`src/rtl/carregador_programa_pkg.sv`:
```
// Shared types and constants for the boot-time program loader.
package carregador_pkg;

  typedef enum logic [2:0] {
    S_IDLE,
    S_HEADER,
    S_DATA,
    S_WRITE,
    S_CHECK,
    S_DONE,
    S_ERROR
  } state_t;

  localparam int HDR_BYTES         = 2;
  localparam int BYTES_PER_WORD    = 4;
  localparam int MAX_WORDS_DEFAULT = 128;

  // A word count is usable when it is non-zero and fits in memory.
  function automatic logic count_ok(input logic [15:0] n, input logic [15:0] max_n);
    return (n != 16'd0) && (n <= max_n);
  endfunction

endpackage

```
`src/rtl/carregador_programa_if.sv`:
```
// Host byte stream plus memory write port seen by the loader.
interface carregador_programa_if #(
  parameter int ADDR_W = 10,
  parameter int DATA_W = 32
);
  logic [7:0]        byte_in;
  logic              byte_valid;
  logic              byte_ready;
  logic [DATA_W-1:0] dado;
  logic [ADDR_W-1:0] endereco;
  logic              write;

  // master: the loader; slave: host + instruction memory side
  modport master (
    input  byte_in, byte_valid,
    output byte_ready, dado, endereco, write
  );
  modport slave (
    output byte_in, byte_valid,
    input  byte_ready, dado, endereco, write
  );
endinterface

```
`src/rtl/carregador_programa_montador_palavra.sv`:
```
// Big-endian word assembler with a running XOR over every loaded byte.
module montador_palavra
  import carregador_pkg::*;
(
  input  logic        i_clock,
  input  logic        i_reset,
  input  logic        i_clear,
  input  logic        i_load,
  input  logic [7:0]  i_byte,
  output logic [31:0] o_word_next,
  output logic        o_word_full,
  output logic [7:0]  o_checksum
);

  logic [23:0] r_shift;
  logic [1:0]  r_count;
  logic [7:0]  r_xor;

  always_ff @(posedge i_clock) begin
    if (i_reset || i_clear) begin
      r_shift <= '0;
      r_count <= '0;
      r_xor   <= '0;
    end else if (i_load) begin
      r_shift <= {r_shift[15:0], i_byte};
      r_count <= r_count + 2'd1;
      r_xor   <= r_xor ^ i_byte;
    end
  end

  // The word including the byte being accepted right now, so the top can
  // register it on the same edge that completes it.
  assign o_word_next = {r_shift, i_byte};
  assign o_word_full = i_load && (r_count == 2'(BYTES_PER_WORD - 1));
  assign o_checksum  = r_xor;

endmodule

```
`src/rtl/carregador_programa.sv`:
```
// Program loader: header, word assembly, memory writes and checksum gate on CPU reset.
module carregador_programa
  import carregador_pkg::*;
#(
  parameter int ADDR_W    = 10,
  parameter int DATA_W    = 32,
  parameter int MAX_WORDS = MAX_WORDS_DEFAULT
) (
  input  logic                  clock,
  input  logic                  reset,
  input  logic                  start,
  carregador_programa_if.master bus,
  output logic                  busy,
  output logic                  done,
  output logic                  erro,
  output logic                  cpu_reset
);

  localparam logic [15:0] MAX_N     = 16'(MAX_WORDS);
  localparam int          HDR_CNT_W = $clog2(HDR_BYTES);

  state_t r_state, w_state_next;

  logic [HDR_CNT_W-1:0] r_hdr_cnt;
  logic [15:0]          r_n;
  logic [15:0]          r_index;

  logic              r_byte_ready, r_write, r_busy, r_done, r_erro, r_cpu_reset;
  logic [DATA_W-1:0] r_dado;
  logic [ADDR_W-1:0] r_endereco;

  logic        w_accept, w_start_go, w_hdr_last, w_load;
  logic [15:0] w_n, w_index_inc;
  logic [31:0] w_word_next;
  logic        w_word_full;
  logic [7:0]  w_checksum;

  assign w_accept    = bus.byte_valid && r_byte_ready;
  assign w_start_go  = start && (r_state inside {S_IDLE, S_DONE, S_ERROR});
  assign w_hdr_last  = (r_hdr_cnt == HDR_CNT_W'(HDR_BYTES - 1));
  assign w_n         = {r_n[7:0], bus.byte_in};
  assign w_index_inc = r_index + 16'd1;
  assign w_load      = w_accept && (r_state == S_DATA);

  montador_palavra u_montador (
    .i_clock     (clock),
    .i_reset     (reset),
    .i_clear     (w_start_go),
    .i_load      (w_load),
    .i_byte      (bus.byte_in),
    .o_word_next (w_word_next),
    .o_word_full (w_word_full),
    .o_checksum  (w_checksum)
  );

  always_ff @(posedge clock) begin
    if (reset) r_state <= S_IDLE;
    else       r_state <= w_state_next;
  end

  always_comb begin
    w_state_next = r_state;
    case (r_state)
      S_IDLE, S_DONE, S_ERROR:
        if (start) w_state_next = S_HEADER;
      S_HEADER:
        if (w_accept && w_hdr_last)
          w_state_next = count_ok(w_n, MAX_N) ? S_DATA : S_ERROR;
      S_DATA:
        if (w_word_full) w_state_next = S_WRITE;
      S_WRITE:
        w_state_next = (w_index_inc < r_n) ? S_DATA : S_CHECK;
      S_CHECK:
        if (w_accept)
          w_state_next = (bus.byte_in == w_checksum) ? S_DONE : S_ERROR;
      default:
        w_state_next = S_IDLE;
    endcase
  end

  // Header shift and word index; r_n holds N once the header is complete.
  always_ff @(posedge clock) begin
    if (reset || w_start_go) begin
      r_hdr_cnt <= '0;
      r_n       <= '0;
      r_index   <= '0;
    end else begin
      if (r_state == S_HEADER && w_accept) begin
        r_n       <= w_n;
        r_hdr_cnt <= r_hdr_cnt + 1'b1;
      end
      if (r_state == S_WRITE) r_index <= w_index_inc;
    end
  end

  // Outputs are registered from the next state so they line up with it.
  always_ff @(posedge clock) begin
    if (reset) begin
      r_byte_ready <= 1'b0;
      r_write      <= 1'b0;
      r_dado       <= '0;
      r_endereco   <= '0;
      r_busy       <= 1'b0;
      r_done       <= 1'b0;
      r_erro       <= 1'b0;
      r_cpu_reset  <= 1'b0;
    end else begin
      r_byte_ready <= w_state_next inside {S_HEADER, S_DATA, S_CHECK};
      r_write      <= (w_state_next == S_WRITE);
      r_busy       <= w_state_next inside {S_HEADER, S_DATA, S_WRITE, S_CHECK};
      r_cpu_reset  <= w_state_next inside {S_HEADER, S_DATA, S_WRITE, S_CHECK, S_ERROR};
      r_done       <= (w_state_next == S_DONE);
      r_erro       <= (w_state_next == S_ERROR);
      if (w_state_next == S_WRITE) begin
        r_dado     <= w_word_next;
        r_endereco <= r_index[ADDR_W-1:0];
      end
    end
  end

  assign bus.byte_ready = r_byte_ready;
  assign bus.write      = r_write;
  assign bus.dado       = r_dado;
  assign bus.endereco   = r_endereco;
  assign busy           = r_busy;
  assign done           = r_done;
  assign erro           = r_erro;
  assign cpu_reset      = r_cpu_reset;

endmodule

```
`src/flat_wrapper.sv`:
```
// flat-port wrapper written by rule: the top's interface ports become plain ports
module carregador_programa_flat import carregador_pkg::*;
#(
  parameter int ADDR_W    = 10,
  parameter int DATA_W    = 32,
  parameter int MAX_WORDS = MAX_WORDS_DEFAULT
)
  (clock, reset, start, busy, done, erro, cpu_reset, bus_byte_in, bus_byte_valid, bus_byte_ready, bus_dado, bus_endereco, bus_write);
  carregador_programa_if #(.ADDR_W(ADDR_W), .DATA_W(DATA_W)) bus_i ();
  input  logic clock;
  input  logic reset;
  input  logic start;
  output logic busy;
  output logic done;
  output logic erro;
  output logic cpu_reset;
  input wire logic [$bits(bus_i.byte_in)-1:0] bus_byte_in;
  input wire logic [$bits(bus_i.byte_valid)-1:0] bus_byte_valid;
  output wire logic [$bits(bus_i.byte_ready)-1:0] bus_byte_ready;
  output wire logic [$bits(bus_i.dado)-1:0] bus_dado;
  output wire logic [$bits(bus_i.endereco)-1:0] bus_endereco;
  output wire logic [$bits(bus_i.write)-1:0] bus_write;
  assign bus_i.byte_in = bus_byte_in;
  assign bus_i.byte_valid = bus_byte_valid;
  assign bus_byte_ready = bus_i.byte_ready;
  assign bus_dado = bus_i.dado;
  assign bus_endereco = bus_i.endereco;
  assign bus_write = bus_i.write;
  carregador_programa #(.ADDR_W(ADDR_W), .DATA_W(DATA_W), .MAX_WORDS(MAX_WORDS)) u_core (.clock(clock), .reset(reset), .start(start), .bus(bus_i), .busy(busy), .done(done), .erro(erro), .cpu_reset(cpu_reset));
endmodule
```
`config.mk`:
```
export PLATFORM = sky130hd
export DESIGN_NAME = carregador_programa_flat
export DESIGN_NICKNAME = d
export VERILOG_FILES = /design/src/rtl/carregador_programa_pkg.sv /design/src/rtl/carregador_programa_if.sv /design/src/rtl/carregador_programa_montador_palavra.sv /design/src/rtl/carregador_programa.sv /design/src/flat_wrapper.sv
export SDC_FILE = /design/constraint.sdc
export NUM_CORES = 1
export LEC_CHECK = 0
export ABC_AREA = 1
export CORE_ASPECT_RATIO = 1.5
export CORE_UTILIZATION = 50
export CTS_CLUSTER_DIAMETER = 30
export CTS_CLUSTER_SIZE = 8
export DETAILED_ROUTE_END_ITERATION = 12
export PLACE_DENSITY = 0.72
export SLEW_MARGIN = 40
export SYNTH_ARGS = -nofsm -noshare
export SYNTH_HDL_FRONTEND = slang
export SYNTH_HIERARCHICAL = 1
export SYNTH_SLANG_ARGS = --single-unit
```
`constraint.sdc`:
```
create_clock -name clock -period 3.3 [get_ports clock]
set_clock_uncertainty 0.2 [all_clocks]
set_input_delay 0.495 -clock clock [delete_from_list [all_inputs] [get_ports clock]]
set_output_delay 0.495 -clock clock [all_outputs]
set_load 0.02 [all_outputs]
```
==> impl_results.rst, run 1 <==
.. list-table::
   :header-rows: 1

   * - Metric
     - Value
   * - Run status
     - completed
   * - First-pass GRT wire length
     - 20400 um
   * - Worst-margin pin slew
     - 0.609 ns
   * - Leakage component of the power
     - 2.67 nW
   * - Total routing usage reported by global routing
     - 23.6%
   * - Number of cells on the worst hold path
     - 2
   * - Remaining DRCs
     - 0
   * - WHS Endpoint
     - u_core/r_n[13]$_SDFFE_PP0P_
   * - Routed via count
     - 4769
   * - Sum of negative setup slack
     - 0 ns
   * - Slack of the worst reg-to-reg path
     - 0.07 ns
   * - Clock slew seen by the registers of the worst setup and hold paths
     - 0.05 ns
   * - Cell family with the largest share of critical-path delay
     - simple AND/OR/NAND/NOR gates
   * - Effective utilization at floorplan
     - 50.9%
   * - Sinks on Clock Net
     - 118
   * - Die boundary width
     - 86.6 um
   * - Total of flip-flops plus latches after synthesis
     - 118
   * - Slowest stage delay, CP
     - 0.37 ns
   * - Data required time at the worst endpoint
     - 3.40 ns
   * - Average footprint of a synthesized cell
     - 7.42 um2
   * - Number of fill cells in the layout
     - 887
   * - Proportion of synthesized chip area in sequential cells
     - 44.0%
   * - Power per cell area
     - 511 nW/um2
   * - Final setup violation count
     - 0
   * - Vias per inst
     - 5.08
   * - Number of primary I/O pins
     - 60
   * - Root buffer cell
     - sky130_fd_sc_hd__clkbuf_16
   * - Number of standard cells in the final layout excluding fillers
     - 938
   * - EDFF count, synth
     - 0
   * - Cell Chain, Critical Path
     - ha_4 -> nand2_4 -> nor2_4 -> inv_2 -> nor2_4 -> nand2_2 -> nor3b_4 -> nand2_2 -> xor2_1 -> inv_1 -> ha_1 -> nand2_1 -> nor4_2 -> nand2_1 -> nand3_1 -> nand2_1 -> nand3_1 -> nand2_1 -> nand2_1 -> nand2_1 -> nand2_1 -> nand2_1
   * - Post-Synthesis Cell Area
     - 5360 um2
   * - WP data arrival
     - 3.32 ns
   * - Worst-path cell with the longest stage delay
     - sky130_fd_sc_hd__dfxtp_4
   * - Final RePlAce weighted congestion
     - 0.821
   * - Synthesis Warnings
     - 6
   * - Global-route congestion overflow total
     - 0
   * - Length of the first detailed-routing pass in iterations
     - 5
   * - Share of layout cells above drive strength 1
     - 15.7%
   * - Number of antenna repair diodes
     - 0
   * - Max-cap violations
     - 0
   * - Worst Hold Class
     - flip-flop to flip-flop
   * - Share of the core filled with cells in the final layout
     - 64.3%
   * - Predominant post-synthesis flop cell
     - sky130_fd_sc_hd__dfxtp_1
   * - Final Hold Violating Endpoints
     - 0
   * - Area of the placeable core
     - 10500 um2
   * - Period utilisation layout
     - 97.8%
   * - Number of buffer cells added on primary ports
     - 59
   * - Buffers from clock root to sink, at most
     - 2
   * - Number of nets in the finished design
     - 810
   * - TritonCTS clock tree
     - built
   * - Async set-reset flop share out of synthesis
     - 0%
   * - Drt initial violations
     - 180
   * - Launch point of the worst hold path
     - u_core/r_n[13]$_SDFFE_PP0P_
   * - Deepest level of the CTS H-tree
     - 4
   * - HPWL after DPL
     - 8780 um
   * - Number of global-route vias before repair
     - 4460
   * - Die H
     - 129 um
   * - Reg-to-reg startpoint
     - u_core/r_index[1]$_SDFFE_PP0P_
   * - Wire length after detailed routing
     - 12700 um
   * - Shortest clock period the worst path allows after layout
     - 3.23 ns
   * - Die outline area
     - 11200 um2
   * - Worst-Skew Late Latency
     - 0.41 ns
   * - Detail-routed net length per standard cell
     - 13.6 um
   * - Cts bufs inserted
     - 17
   * - Worst VDD drop
     - 0.478 mV
   * - Kind of end point of the critical path
     - flip-flop
   * - Crit path max fanout
     - 3
   * - Gate count of the mapped netlist
     - 723
   * - Routed Antenna Nets
     - 0
   * - Critical path launch point type
     - flip-flop
   * - Slew headroom
     - 59.3%
   * - Startpoint-to-endpoint class of the critical path
     - flip-flop to flip-flop
   * - # rows
     - 46
   * - Syn nets
     - 752
   * - Worst Reg2Reg Path Length in Cells
     - 22
   * - Number of max-slew violations in the final report
     - 0
   * - Cell seen most often among critical-path stages
     - sky130_fd_sc_hd__nand2_1
   * - RSZ-0062 raised after global routing
     - true
   * - Crit Reg-Reg Endpoint
     - u_core/cpu_reset$_SDFF_PP0_
   * - Number of antenna violations at the first check in global routing
     - 0
   * - CTS Hold Buffers Added
     - 0
   * - Largest net degree at the start of global routing
     - 45
   * - Buf+Inv Stages, Crit Path
     - 2
   * - # placed instances
     - 897
   * - Layout overhead on the synthesized area
     - 26.2%
   * - Fmax
     - 310 MHz
   * - Number of unique standard cell types used by synthesis
     - 34
cell usage after synthesis, types with 2 or more instances:
cell type | n | share of area (%)
sky130_fd_sc_hd__a21oi_2 | 21 | 3.4
sky130_fd_sc_hd__clkbuf_1 | 15 | 1.0
sky130_fd_sc_hd__nor3_1 | 2 | 0.19
sky130_fd_sc_hd__nand3_1 | 18 | 1.7
sky130_fd_sc_hd__buf_4 | 12 | 1.7
sky130_fd_sc_hd__o21ai_1 | 6 | 0.56
sky130_fd_sc_hd__nor2_2 | 2 | 0.23
sky130_fd_sc_hd__nor2_1 | 112 | 7.8
sky130_fd_sc_hd__nand2_1 | 162 | 11
sky130_fd_sc_hd__o21ai_0 | 49 | 4.6
sky130_fd_sc_hd__a21oi_1 | 58 | 5.4
sky130_fd_sc_hd__a211oi_1 | 4 | 0.56
sky130_fd_sc_hd__nand3_2 | 4 | 0.75
sky130_fd_sc_hd__xnor2_1 | 2 | 0.33
sky130_fd_sc_hd__nor3_2 | 2 | 0.37
sky130_fd_sc_hd__buf_6 | 2 | 0.42
sky130_fd_sc_hd__dfxtp_1 | 118 | 44
sky130_fd_sc_hd__xor2_1 | 12 | 2.0
sky130_fd_sc_hd__nor2_4 | 6 | 1.3
sky130_fd_sc_hd__inv_1 | 58 | 4.1
sky130_fd_sc_hd__ha_1 | 17 | 4.0
sky130_fd_sc_hd__nor4_1 | 4 | 0.47
sky130_fd_sc_hd__buf_2 | 8 | 0.75
sky130_fd_sc_hd__inv_2 | 16 | 1.1
sky130_fd_sc_hd__nand2_2 | 4 | 0.47
area by class of cell:
type | instances | area, um2 | area share (%)
Clock inverter | 8 | 121 | 1.79
Inverter | 76 | 289 | 4.27
Tap cell | 144 | 180 | 2.66
Multi-Input combinational cell | 492 | 2610 | 38.6
Sequential cell | 118 | 2370 | 35.0
Clock buffer | 24 | 482 | 7.12
Timing Repair Buffer | 76 | 718 | 10.6
per-stage QoR:
step,power [mW],setup WS (ns),hold WS (ns),instance area [um2]
2_1_floorplan,1.58,0.281,0.235,5360
3_3_place_gp,1.62,0.101,0.249,5990
4_1_cts,3.48,0.0223,0.258,6600
5_1_grt,3.57,-0.160,0.277,6770
3_5_place_dp,1.62,0.0274,0.249,5990
6_report,3.46,0.0728,0.258,6770
state kept, by name (all words and copies together) (netlist names), 2 cells and up:
signal and flops:
u_core/r_state 3, u_core/u_montador/r_shift 24, u_core/bus.dado 32, u_core/u_montador/o_checksum 8, u_core/r_n 16, u_core/bus.endereco 10
u_core/r_index 16, u_core/u_montador/r_count 2
power breakdown:
group	leakage, nW	internal, mW	switching (mW)
sequential	0.953	1.43	0.00826
combinational	1.42	0.0519	0.105
clock	0.294	1.24	0.616
total	2.67	2.73	0.729
kinds of logic (layout without fill, tap and decap cells):
group                      after synthesis  after routing  share of synthesized area, %
and+or+nand+nor                        320            320                          25.3
AOI/OAI and AO/OA                      140            140                          14.8
DFF                                    118            118                          44.0
buffers and inverters                  113            184                          9.28
adders and majority gates               17             17                          3.97
xor gates and xnor gates                15             15                          2.59
layout by cell type (no fill, tap or decap), types with 2 or more instances in the layout:
cell type,synthesis,layout
sky130_fd_sc_hd__a211oi_1,4,4
sky130_fd_sc_hd__a21oi_1,58,54
sky130_fd_sc_hd__a21oi_2,21,25
sky130_fd_sc_hd__buf_4,12,17
sky130_fd_sc_hd__bufinv_16,0,3
sky130_fd_sc_hd__clkbuf_1,15,4
sky130_fd_sc_hd__clkbuf_16,0,17
sky130_fd_sc_hd__clkbuf_8,0,3
sky130_fd_sc_hd__clkdlybuf4s50_1,0,59
sky130_fd_sc_hd__clkinv_2,1,4
sky130_fd_sc_hd__dfxtp_1,118,115
sky130_fd_sc_hd__dfxtp_2,0,2
sky130_fd_sc_hd__ha_1,17,14
sky130_fd_sc_hd__ha_4,0,3
sky130_fd_sc_hd__inv_1,58,57
sky130_fd_sc_hd__inv_2,16,17
sky130_fd_sc_hd__nand2_1,162,160
sky130_fd_sc_hd__nand2_2,4,5
sky130_fd_sc_hd__nand3_1,18,17
sky130_fd_sc_hd__nand3_2,4,4
sky130_fd_sc_hd__nor2_1,112,111
sky130_fd_sc_hd__nor2_2,2,3
sky130_fd_sc_hd__nor2_4,6,6
sky130_fd_sc_hd__nor3_1,2,2
sky130_fd_sc_hd__nor4_1,4,2
sky130_fd_sc_hd__nor4_2,0,2
sky130_fd_sc_hd__o21ai_0,49,47
sky130_fd_sc_hd__o21ai_1,6,7
sky130_fd_sc_hd__xnor2_1,2,2
sky130_fd_sc_hd__xor2_1,12,11
sky130_fd_sc_hd__xor2_2,1,2
tightest hold or removal path, delay by kind of cell (launching register included):
kind,cells,cell delay (ns)
AO/OA/AOI/OAI,1,0.05
AND/OR/NAND/NOR,1,0.06
flip-flops,1,0.30
layer usage:
metal / track usage [%] / vias up / wire length [um]
met5: 0 / - / 0
met4: 10.4 / 0 / 395
met2: 44.9 / 114 / 6890
met3: 5.39 / 28 / 454
met1: 24.2 / 2222 / 5010
li1: - / 2405 / -
worst max-delay path by stage:
stage                                   startpoint                          end  depth (start not counted)
floorplan           u_core/r_index[0]$_SDFFE_PP0P_  u_core/cpu_reset$_SDFF_PP0_                         23
global placement    u_core/r_index[1]$_SDFFE_PP0P_  u_core/cpu_reset$_SDFF_PP0_                         23
detailed placement  u_core/r_index[1]$_SDFFE_PP0P_  u_core/cpu_reset$_SDFF_PP0_                         23
CTS                 u_core/r_index[1]$_SDFFE_PP0P_  u_core/cpu_reset$_SDFF_PP0_                         22
global route        u_core/r_index[1]$_SDFFE_PP0P_  u_core/cpu_reset$_SDFF_PP0_                         22
finish              u_core/r_index[1]$_SDFFE_PP0P_  u_core/cpu_reset$_SDFF_PP0_                         22
repair_timing:
item | 4_1_cts | 5_1_grt
pin swaps | 0 | 23
gates cloned | 0 | 0
gates resized for setup | 2 | 23
setup endpoints to repair | 3 | 6
buffers inserted | 0 | 9
Note: power is estimated with default switching activity, not from simulation.
==> run 2, diff against run 1 <==
--- a/config.mk
+++ b/config.mk
@@ -9,7 +9,6 @@
 export CORE_ASPECT_RATIO = 1.5
 export CORE_UTILIZATION = 50
 export CTS_CLUSTER_DIAMETER = 30
-export CTS_CLUSTER_SIZE = 8
 export DETAILED_ROUTE_END_ITERATION = 12
 export PLACE_DENSITY = 0.72
 export SLEW_MARGIN = 40
@@ -17,3 +16,4 @@
 export SYNTH_HDL_FRONTEND = slang
 export SYNTH_HIERARCHICAL = 1
 export SYNTH_SLANG_ARGS = --single-unit
+export TNS_END_PERCENT = 50
==> results of run 2 <==
No change in the layout: final DEF, timing and power equal those of run 1.
==> run 3, diff against run 2 <==
--- a/config.mk
+++ b/config.mk
@@ -8,7 +8,6 @@
 export ABC_AREA = 1
 export CORE_ASPECT_RATIO = 1.5
 export CORE_UTILIZATION = 50
-export CTS_CLUSTER_DIAMETER = 30
 export DETAILED_ROUTE_END_ITERATION = 12
 export PLACE_DENSITY = 0.72
 export SLEW_MARGIN = 40
==> results of run 3 <==
No change in the layout: final DEF, timing and power equal those of run 1.
